--- config.mk ---
export PLATFORM = sky130hd
export DESIGN_NAME = cfg_reg_bank
export DESIGN_NICKNAME = d
export VERILOG_FILES = /design/src/rtl/cfg_reg_bank_pkg.sv /design/src/rtl/cfg_reg_word.sv /design/src/rtl/cfg_reg_bank.sv
export SDC_FILE = /design/constraint.sdc
export NUM_CORES = 1
export LEC_CHECK = 0
export BUFFER_PORTS_ARGS = -buffer_cell sky130_fd_sc_hd__buf_2
export CORE_MARGIN = 4
export CORE_UTILIZATION = 45
export CTS_BUF_LIST = sky130_fd_sc_hd__clkbuf_16
export CTS_CLUSTER_DIAMETER = 120
export DETAILED_ROUTE_END_ITERATION = 8
export GPL_ROUTABILITY_DRIVEN = 0
export HOLD_SLACK_MARGIN = 0.05
export PLACE_DENSITY = 0.77
export SLEW_MARGIN = 40
export SYNTH_ARGS = -nofsm -noshare
export SYNTH_HDL_FRONTEND = slang
export SYNTH_SLANG_ARGS = --single-unit
--- constraint.sdc ---
create_clock -name clk -period 1.7 [get_ports clk]
set_clock_uncertainty 0.2 [all_clocks]
set_input_delay 0.255 -clock clk [delete_from_list [all_inputs] [get_ports clk]]
set_output_delay 0.255 -clock clk [all_outputs]
set_load 0.05 [all_outputs]
--- src/rtl/cfg_reg_bank_pkg.sv ---
// cfg_reg_pkg: shared constants for the configuration/status register bank.
// Holds the default reset image for the 8x16 map, the register index enum
// of that default map, and the index of the register that carries the LOCK
// bit when lock support is built in.
package cfg_reg_pkg;

  localparam int unsigned DEF_DATA_W   = 16;
  localparam int unsigned DEF_NUM_REGS = 8;

  typedef enum logic [2:0] {
    ADC0_REG         = 3'd0,
    ADC1_REG         = 3'd1,
    TEMP_SENSOR0_REG = 3'd2,
    TEMP_SENSOR1_REG = 3'd3,
    ANALOG_TEST      = 3'd4,
    DIGITAL_TEST     = 3'd5,
    AMP_GAIN         = 3'd6,
    DIGITAL_CONFIG   = 3'd7
  } reg_t;

  // The lock bit lives in the top bit of the last register.
  localparam reg_t LOCK_REG = DIGITAL_CONFIG;

  // Register i occupies bits [i*16 +: 16].
  localparam logic [DEF_NUM_REGS*DEF_DATA_W-1:0] DEF_RESET_VALS = {
    16'h0001,  // DIGITAL_CONFIG
    16'h0000,  // AMP_GAIN
    16'h0000,  // DIGITAL_TEST
    16'hABCD,  // ANALOG_TEST
    16'h0000,  // TEMP_SENSOR1_REG
    16'h0000,  // TEMP_SENSOR0_REG
    16'h0000,  // ADC1_REG
    16'hFFFF   // ADC0_REG
  };

  // Extracts word idx from a packed default-sized register image.
  function automatic logic [DEF_DATA_W-1:0] def_word(
    input logic [DEF_NUM_REGS*DEF_DATA_W-1:0] flat,
    input reg_t                               idx
  );
    return flat[int'(idx)*DEF_DATA_W +: DEF_DATA_W];
  endfunction

endpackage

--- src/rtl/cfg_reg_word.sv ---
// cfg_reg_word: one register of the bank with per-bit attributes.
//   clk      - clock, rising edge
//   reset    - synchronous active-high reset, loads RESET_VAL
//   wr_en    - host write to this register (already address/lock qualified)
//   data_in  - host write data
//   hw_set   - per-bit hardware set pulses, effective on W1C bits only
//   q        - live register value
// Bit kinds: W1C (W1C_MASK), read-only (RO_MASK and not W1C), normal.
module cfg_reg_word #(
  parameter int unsigned        DATA_W    = 16,
  parameter logic [DATA_W-1:0]  RESET_VAL = '0,
  parameter logic [DATA_W-1:0]  RO_MASK   = '0,
  parameter logic [DATA_W-1:0]  W1C_MASK  = '0
) (
  input  logic              clk,
  input  logic              reset,
  input  logic              wr_en,
  input  logic [DATA_W-1:0] data_in,
  input  logic [DATA_W-1:0] hw_set,
  output logic [DATA_W-1:0] q
);

  // W1C takes precedence when a bit is flagged in both masks.
  localparam logic [DATA_W-1:0] W1C_BITS  = W1C_MASK;
  localparam logic [DATA_W-1:0] RO_BITS   = RO_MASK & ~W1C_MASK;
  localparam logic [DATA_W-1:0] NORM_BITS = ~(RO_MASK | W1C_MASK);

  logic [DATA_W-1:0] q_next;

  always_comb begin
    q_next = q;
    if (wr_en) begin
      q_next = (q & RO_BITS)
             | (data_in & NORM_BITS)
             | (q & ~data_in & W1C_BITS);
    end
    // Hardware set is applied last so it wins over a same-cycle clear.
    q_next = q_next | (hw_set & W1C_BITS);
  end

  always_ff @(posedge clk) begin
    if (reset) begin
      q <= RESET_VAL;
    end else begin
      q <= q_next;
    end
  end

endmodule

--- src/rtl/cfg_reg_bank.sv ---
// cfg_reg_bank: parametrised configuration/status register bank.
//   clk       - clock, rising edge
//   reset     - synchronous active-high reset
//   write     - write strobe
//   read      - read strobe
//   address   - register index for read/write
//   data_in   - write data
//   hw_set    - per-bit hardware set pulses (W1C bits only)
//   data_out  - registered read data, held until the next read
//   rd_valid  - one-cycle pulse, data_out updated
//   err       - one-cycle pulse, access rejected (out of range or locked)
//   regs_flat - live contents of all registers, register i at slice i
// Optional feature macro: CFG_REG_LOCK_EN (top bit of the last register
// becomes a sticky write lock, cleared only by reset).
module cfg_reg_bank
  import cfg_reg_pkg::*;
#(
  parameter int unsigned                    DATA_W     = 16,
  parameter int unsigned                    NUM_REGS   = 8,
  parameter int unsigned                    ADDR_W     = $clog2(NUM_REGS),
  parameter logic [NUM_REGS*DATA_W-1:0]     RESET_VALS = DEF_RESET_VALS,
  parameter logic [NUM_REGS*DATA_W-1:0]     RO_MASK    = '0,
  parameter logic [NUM_REGS*DATA_W-1:0]     W1C_MASK   = '0
) (
  input  logic                       clk,
  input  logic                       reset,
  input  logic                       write,
  input  logic                       read,
  input  logic [ADDR_W-1:0]          address,
  input  logic [DATA_W-1:0]          data_in,
  input  logic [NUM_REGS*DATA_W-1:0] hw_set,
  output logic [DATA_W-1:0]          data_out,
  output logic                       rd_valid,
  output logic                       err,
  output logic [NUM_REGS*DATA_W-1:0] regs_flat
);

  logic                in_range;
  logic                wr_blocked;
  logic                wr_ok;
  logic [NUM_REGS-1:0] wr_en;
  logic [DATA_W-1:0]   rd_mux;

  // Out-of-range addresses only exist when NUM_REGS is not a power of two.
  if (NUM_REGS == (1 << ADDR_W)) begin : g_full_range
    assign in_range = 1'b1;
  end else begin : g_part_range
    assign in_range = (address < ADDR_W'(NUM_REGS));
  end

`ifdef CFG_REG_LOCK_EN
  localparam logic [ADDR_W-1:0] LOCK_ADDR = ADDR_W'(NUM_REGS - 1);

  logic locked;

  // The write that sets the lock is itself accepted; later writes are not.
  always_ff @(posedge clk) begin
    if (reset) begin
      locked <= 1'b0;
    end else if (write && in_range && !locked &&
                 (address == LOCK_ADDR) && data_in[DATA_W-1]) begin
      locked <= 1'b1;
    end
  end

  assign wr_blocked = locked;
`else
  assign wr_blocked = 1'b0;
`endif

  assign wr_ok = write & in_range & ~wr_blocked;

  for (genvar i = 0; i < NUM_REGS; i++) begin : g_word
    assign wr_en[i] = wr_ok & (address == ADDR_W'(i));

    cfg_reg_word #(
      .DATA_W    (DATA_W),
      .RESET_VAL (RESET_VALS[i*DATA_W +: DATA_W]),
      .RO_MASK   (RO_MASK[i*DATA_W +: DATA_W]),
      .W1C_MASK  (W1C_MASK[i*DATA_W +: DATA_W])
    ) u_word (
      .clk     (clk),
      .reset   (reset),
      .wr_en   (wr_en[i]),
      .data_in (data_in),
      .hw_set  (hw_set[i*DATA_W +: DATA_W]),
      .q       (regs_flat[i*DATA_W +: DATA_W])
    );
  end

  // Reads the pre-edge register value, so a same-cycle write is not seen.
  always_comb begin
    rd_mux = '0;
    for (int unsigned i = 0; i < NUM_REGS; i++) begin
      if (address == ADDR_W'(i)) begin
        rd_mux = regs_flat[i*DATA_W +: DATA_W];
      end
    end
  end

  always_ff @(posedge clk) begin
    if (reset) begin
      data_out <= '0;
      rd_valid <= 1'b0;
      err      <= 1'b0;
    end else begin
      rd_valid <= read;
      if (read) begin
        data_out <= rd_mux;
      end
      err <= (~in_range & (read | write)) | (write & in_range & wr_blocked);
    end
  end

endmodule

==> flow_metrics.tcl, run 1 <==
set metrics [dict create \
    outcome "finished clean" \
    ff_latch_area_um2 2900 \
    n_fill_cell 1250 \
    hold_viol 0 \
    synth_warnings 0 \
    ys_seq_area_share_pct 44.9 \
    cp.depth 1 \
    critPathBufInv 1 \
    cp.required_ns 1.24 \
    fin_crit_sh_pct 96.5 \
    grt_remaining_overflow 0 \
    fmaxAchievable_ghz 0.610 \
    clk_pin_slew_worst_paths_ns 0.06 \
    min_period_ns 1.64 \
    cp-startpoint "g_word[6].u_word.q[7]$_SDFFE_PP0P_" \
    grt_max_degree 63 \
    ff2ff_setup_slack_ns 0.13 \
    grt_usage_pct 27.0 \
    slew_headroom_pct 58.0 \
    synth_nets 962 \
    hold_path.class "primary input to flop" \
    antenna_found_initial 1 \
    ys_types 44 \
    path_max_fanout 4 \
    cts_hold_buf 18 \
    yosys_register_bits 145 \
    met3_usage_pct 7.83 \
    leakagePower_nw 3.66 \
    synth-main-ff-cell "dfxtp_1" \
    finalNetCount 1152 \
    ioPinCount 297 \
    die_w_um 128 \
    multiInputGateArea_um2 3120 \
    dp.cells 1144 \
    clock_latency_ns 0.43 \
    crit_family "flip-flops" \
    clockBufferDepth 2 \
    holdPathStages 5 \
    drt_iter0_markers 839 \
    grtUsageMet1_pct 40.2 \
    vdd_drop_max_uv 715 \
    syn_area_um2 6460 \
    portBuffers 167 \
    setup_viol 0 \
    vias 6674 \
    root_buffer "clkbuf_16" \
    critPathCaptureType "output pin" \
    synth_cells 811 \
    cpPeakStageDelay_ns 0.45 \
    drt-pass1-iter-count 5 \
    synth_edf_count 0 \
    synth.most_common_cell "nand2_1" \
    cts_tree "done" \
    viasPerCell 5.59 \
    coreArea_um2 14000 \
    power.density_nw_per_um2 1050 \
    use_met2_pct 37.8 \
    tightest_slew_ns 0.629 \
    crit_chain "buf_2" \
    cts.sinks 145 \
    post_cts_buffers 0 \
    finalSetupTns_ns 0 \
    hold_path_startpoint "write" \
    final_layout_size_suffix_gt1_share_pct 28.3 \
    worstRegToRegCells 4 \
    synth_area_leaders "dfxtp_1 (45%), nand2_1 (15%), a21oi_1 (10%), nand3b_1 (3.5%), mux2_2 (2.3%)" \
    synth.avg_cell_area_um2 7.97 \
    crit_path_start_kind "flop" \
    post-route-util_pct 61.3 \
    drv_slew 0 \
    wl_per_cell_um 18.8 \
    async_flop_share_pct 0 \
    drc 0 \
    postRouteAntennaNets 0 \
    regToRegStartpoint "g_word[4].u_word.q[14]$_SDFFE_PP0P_" \
    fp.dieH_um 128 \
    row_count 43 \
    instances_no_fill 1193 \
    h-tree-depth 4 \
    cts_buffers 17 \
    grt_pass1_wl_mm 34.4 \
    grt_pass1_vias 6074 \
    die_area_um2 16300 \
    top_usage_layer "met1" \
    critPathKind "flop to output pin" \
    area_delta_synth_final_pct 32.7 \
    cts_resized 0 \
    arrival_ns 1.18 \
    yosysTopAreaCellShare_pct 44.9 \
    maxCapViolCount 0 \
    wl_mm 22.5 \
    hpwl_mm 16.0 \
    rsz0062_at_grt "no" \
    cp_slowest_cell "dfxtp_1" \
    start_util_pct 46.2 \
    synth_top_area_cell "dfxtp_1" \
    synth_common_cells "nand2_1 (264), dfxtp_1 (145), a21oi_1 (129)" \
]
[through the flow]
stage	power, mW	instance area (um2)	hold WS [ns]	setup WS, ns
3_3_place_gp	4.84	7750	0.252	-0.111
6_report	8.98	8570	0.181	0.0601
4_1_cts	8.97	8570	0.170	0.0696
2_1_floorplan	4.48	6460	0.308	0.0822
5_1_grt	9.20	8570	0.213	0.0386
3_5_place_dp	4.86	7750	0.251	-0.149
[power by group]
part	switching, mW	internal (mW)
clock network	1.43	2.71
logic	0.862	0.400
registers	0.0774	3.50
[path summary, 6_finish.rpt]
check | end
setup reg to reg | data_out[14]$_SDFFE_PP0P_
hold / removal | g_word[4].u_word.q[7]$_SDFFE_PP1P_
setup / recovery | regs_flat[103]
hold reg to reg | g_word[6].u_word.q[0]$_SDFFE_PP0P_
[state kept, by name (all words and copies together), names as in the netlist]
| register | flops |
|---|---|
| g_word.u_word.q | 128 |
| data_out | 16 |
| rd_valid | 1 |
[metal layers]
metal  up-vias  routed length [um]  share of wire [%]
li1       3112                   -                  -
met1      3124                9930                 44
met2       406                9280                 41
met3        32                2850                 13
met4         0                 389                1.7
met5         -                   0                  0
[cells in the final DEF (no fill, tap or decap), types with 4 or more instances in the layout]
cell | Yosys | routed
o22ai_1 | 19 | 19
nand3b_1 | 30 | 30
buf_4 | 17 | 45
dlygate4sd3_1 | 0 | 18
nand2b_1 | 19 | 19
nor2b_1 | 5 | 5
mux2i_1 | 14 | 14
o21ai_0 | 13 | 13
buf_12 | 0 | 16
nor2_1 | 8 | 8
dfxtp_1 | 145 | 145
mux2_2 | 13 | 13
a21oi_1 | 129 | 129
a22o_1 | 9 | 9
nand3_1 | 4 | 4
bufinv_16 | 0 | 6
nand2_1 | 264 | 264
or2_2 | 6 | 6
nor2_4 | 4 | 4
a32o_1 | 5 | 5
clkbuf_16 | 0 | 17
a311oi_1 | 4 | 4
o211ai_1 | 11 | 11
buf_2 | 29 | 166
[cell families after synthesis]
logic type / after synthesis / share of synthesized area (%)
simple gates: 360 / 25.6
compound gates: 201 / 17.9
flops: 145 / 44.9
buf+inv: 76 / 6.72
mux: 28 / 4.78
other cells: 1 / 0.0581
[area by class of cell]
cell class	count	share of cell area, %
Clock buffer	17	4.96
Antenna cell	1	0.0292
Clock inverter	13	2.54
Multi-Input combinational cell	590	36.4
Sequential cell	145	33.9
Timing Repair Buffer	245	19.5
Inverter	2	0.0876
Tap cell	180	2.63
Note: power is estimated with default switching activity, not from simulation.
==> run 2, diff against run 1 <==
--- a/config.mk
+++ b/config.mk
@@ -13,7 +13,7 @@
 export DETAILED_ROUTE_END_ITERATION = 8
 export GPL_ROUTABILITY_DRIVEN = 0
 export HOLD_SLACK_MARGIN = 0.05
-export PLACE_DENSITY = 0.77
+export PLACE_DENSITY_LB_ADDON = 0.05
 export SLEW_MARGIN = 40
 export SYNTH_ARGS = -nofsm -noshare
 export SYNTH_HDL_FRONTEND = slang
==> flow_metrics.tcl, run 2 (synthesis gave the netlist of run 1 again) <==
set metrics [dict create \
    outcome "finished clean" \
    holdPathStages 5 \
    row_count 43 \
    hold_viol 0 \
    crit_family "multiplexers" \
    antenna_cells 0 \
    fmaxAchievable_ghz 0.607 \
    grt_max_degree 68 \
    regMostFlops "g_word.u_word.q" \
    grt_remaining_overflow 0 \
    start_util_pct 46.2 \
    rsz0062_at_grt "no" \
    drc 0 \
    vdd_drop_max_uv 612 \
    cts.sinks 145 \
    cp.depth 3 \
    area_delta_synth_final_pct 31.9 \
    final_cell_mix "nand2_1 (264), buf_2 (166), dfxtp_1 (145)" \
    min_period_ns 1.65 \
    reg.largest.list "g_word.u_word.q x128, data_out x16, rd_valid x1" \
    worstRegToRegCells 3 \
    hold_path_startpoint "write" \
    critPathCaptureType "flop" \
    hold_path.class "primary input to flop" \
    die_w_um 128 \
    leakagePower_nw 3.64 \
    antenna_found_initial 0 \
    crit_path_start_kind "flop" \
    wl_per_cell_um 18.5 \
    cp.required_ns 1.77 \
    final_common_cell "nand2_1" \
    grt_pass1_wl_mm 34.4 \
    grt_usage_pct 26.8 \
    holdPathEnd "g_word[4].u_word.q[9]$_SDFFE_PP1P_" \
    ff_latch_area_um2 2900 \
    post_cts_buffers 0 \
    final_cell_area_um2 8520 \
    tightest_slew_ns 0.678 \
    path_max_fanout 3 \
    critPathKind "flop to flop" \
    r2r_end "data_out[13]$_SDFFE_PP0P_" \
    h-tree-depth 4 \
    placed_cell_area_um2 7740 \
    root_buffer "clkbuf_16" \
    portBuffers 167 \
    arrival_ns 1.72 \
    fin_crit_sh_pct 97.0 \
    clockBufferDepth 2 \
    drt_iter0_markers 582 \
    clk_pin_slew_worst_paths_ns 0.06 \
    ioPinCount 297 \
    crit_chain "mux4_2 > o21ai_0 > a311oi_1" \
    cp_slowest_cell "mux4_2" \
    cts_tree "done" \
    ff2ff_setup_slack_ns 0.05 \
    cpPeakStageDelay_ns 0.51 \
    vias 6567 \
    viasPerCell 5.50 \
    finalNetCount 1153 \
    n_fill_cell 1252 \
    critPathBufInv 0 \
    postRouteAntennaNets 0 \
    coreArea_um2 14000 \
    drt-pass1-iter-count 5 \
    slew_headroom_pct 54.8 \
    die_area_um2 16300 \
    grt_pass1_vias 6432 \
    regToRegStartpoint "g_word[3].u_word.q[13]$_SDFFE_PP0P_" \
    fp.dieH_um 128 \
    power.total_mw 8.68 \
    wl_mm 22.1 \
    setup_viol 0 \
    largest_reg_flops 128 \
    cts_buffers 17 \
    multiInputGateArea_um2 3120 \
    hpwl_mm 16.2 \
    clock_latency_ns 0.42 \
    final_layout_size_suffix_gt1_share_pct 28.1 \
    hold_ws_ns 0.262 \
    drv_slew 0 \
    maxCapViolCount 0 \
    power.density_nw_per_um2 1020 \
]
[run 2: cell types whose count changed in the layout (fill, tap and decap cells not counted)]
cell | previous run | this run
diode_2 | 1 | 0
buf_4 | 45 | 47
buf_12 | 16 | 15
clkinv_2 | 3 | 2
bufinv_16 | 6 | 4
inv_1 | 2 | 4
clkinv_1 | 2 | 4
clkinvlp_4 | 2 | 3
[run 2: worst max path at each step]
stage,startpoint,endpoint
floorplan,g_word[4].u_word.q[14]$_SDFFE_PP0P_,data_out[14]$_SDFFE_PP0P_
global placement,address[0],data_out[13]$_SDFFE_PP0P_
detailed placement,address[0],data_out[13]$_SDFFE_PP0P_
CTS,g_word[6].u_word.q[12]$_SDFFE_PP0P_,regs_flat[108]
global route,reset,data_out[10]$_SDFFE_PP0P_
finish,g_word[3].u_word.q[13]$_SDFFE_PP0P_,data_out[13]$_SDFFE_PP0P_
[run 2: what timing repair did]
action / 4_1_cts / 5_1_grt
resized for setup: 0 / 0
hold buffers: 18 / 0
hold endpoints to repair: 131 / 0
[run 2: worst min-delay path, cell delays in order]
cell and delay (ns):
buf_2 0.15, nand3_1 0.14, buf_4 0.18, nand2_1 0.06, nand3b_1 0.07
[run 2: area by class of cell]
type                    count  area share, %
inverters                   2         0.0881
multi-input cells         590           36.6
repair buffers            246           19.5
flip-flops and latches    145           34.1
clock buffers              17           4.99
well taps                 180           2.64
clock inverters            15           2.06
[run 2: power breakdown]
group | total, mW | switching, mW | leakage, nW | internal (mW)
sequential | 3.57 | 0.0738 | 1.18 | 3.50
clock | 3.85 | 1.44 | 0.291 | 2.41
combinational | 1.25 | 0.848 | 2.17 | 0.402
[run 2: layer usage]
layer  up-vias  track usage [%]  share of wire (%)
met5         -                0                  0
met4         0             10.5                3.1
met3        57             7.33                9.1
met2       316             44.3                 47
met1      3070             33.2                 41
li1       3124                -                  -
[run 2: per-stage QoR]
step	std cells	setup slack [ns]	util (%)	TNS [ns]
CTS	1195	0.102	60.9	0
finish	1195	0.0517	60.9	0
global placement	1145	-0.137	55.3	-2.54
global route	1195	0.0464	60.9	0
floorplan	811	0.0822	-	0
detailed placement	1145	-0.159	55.3	-3.63
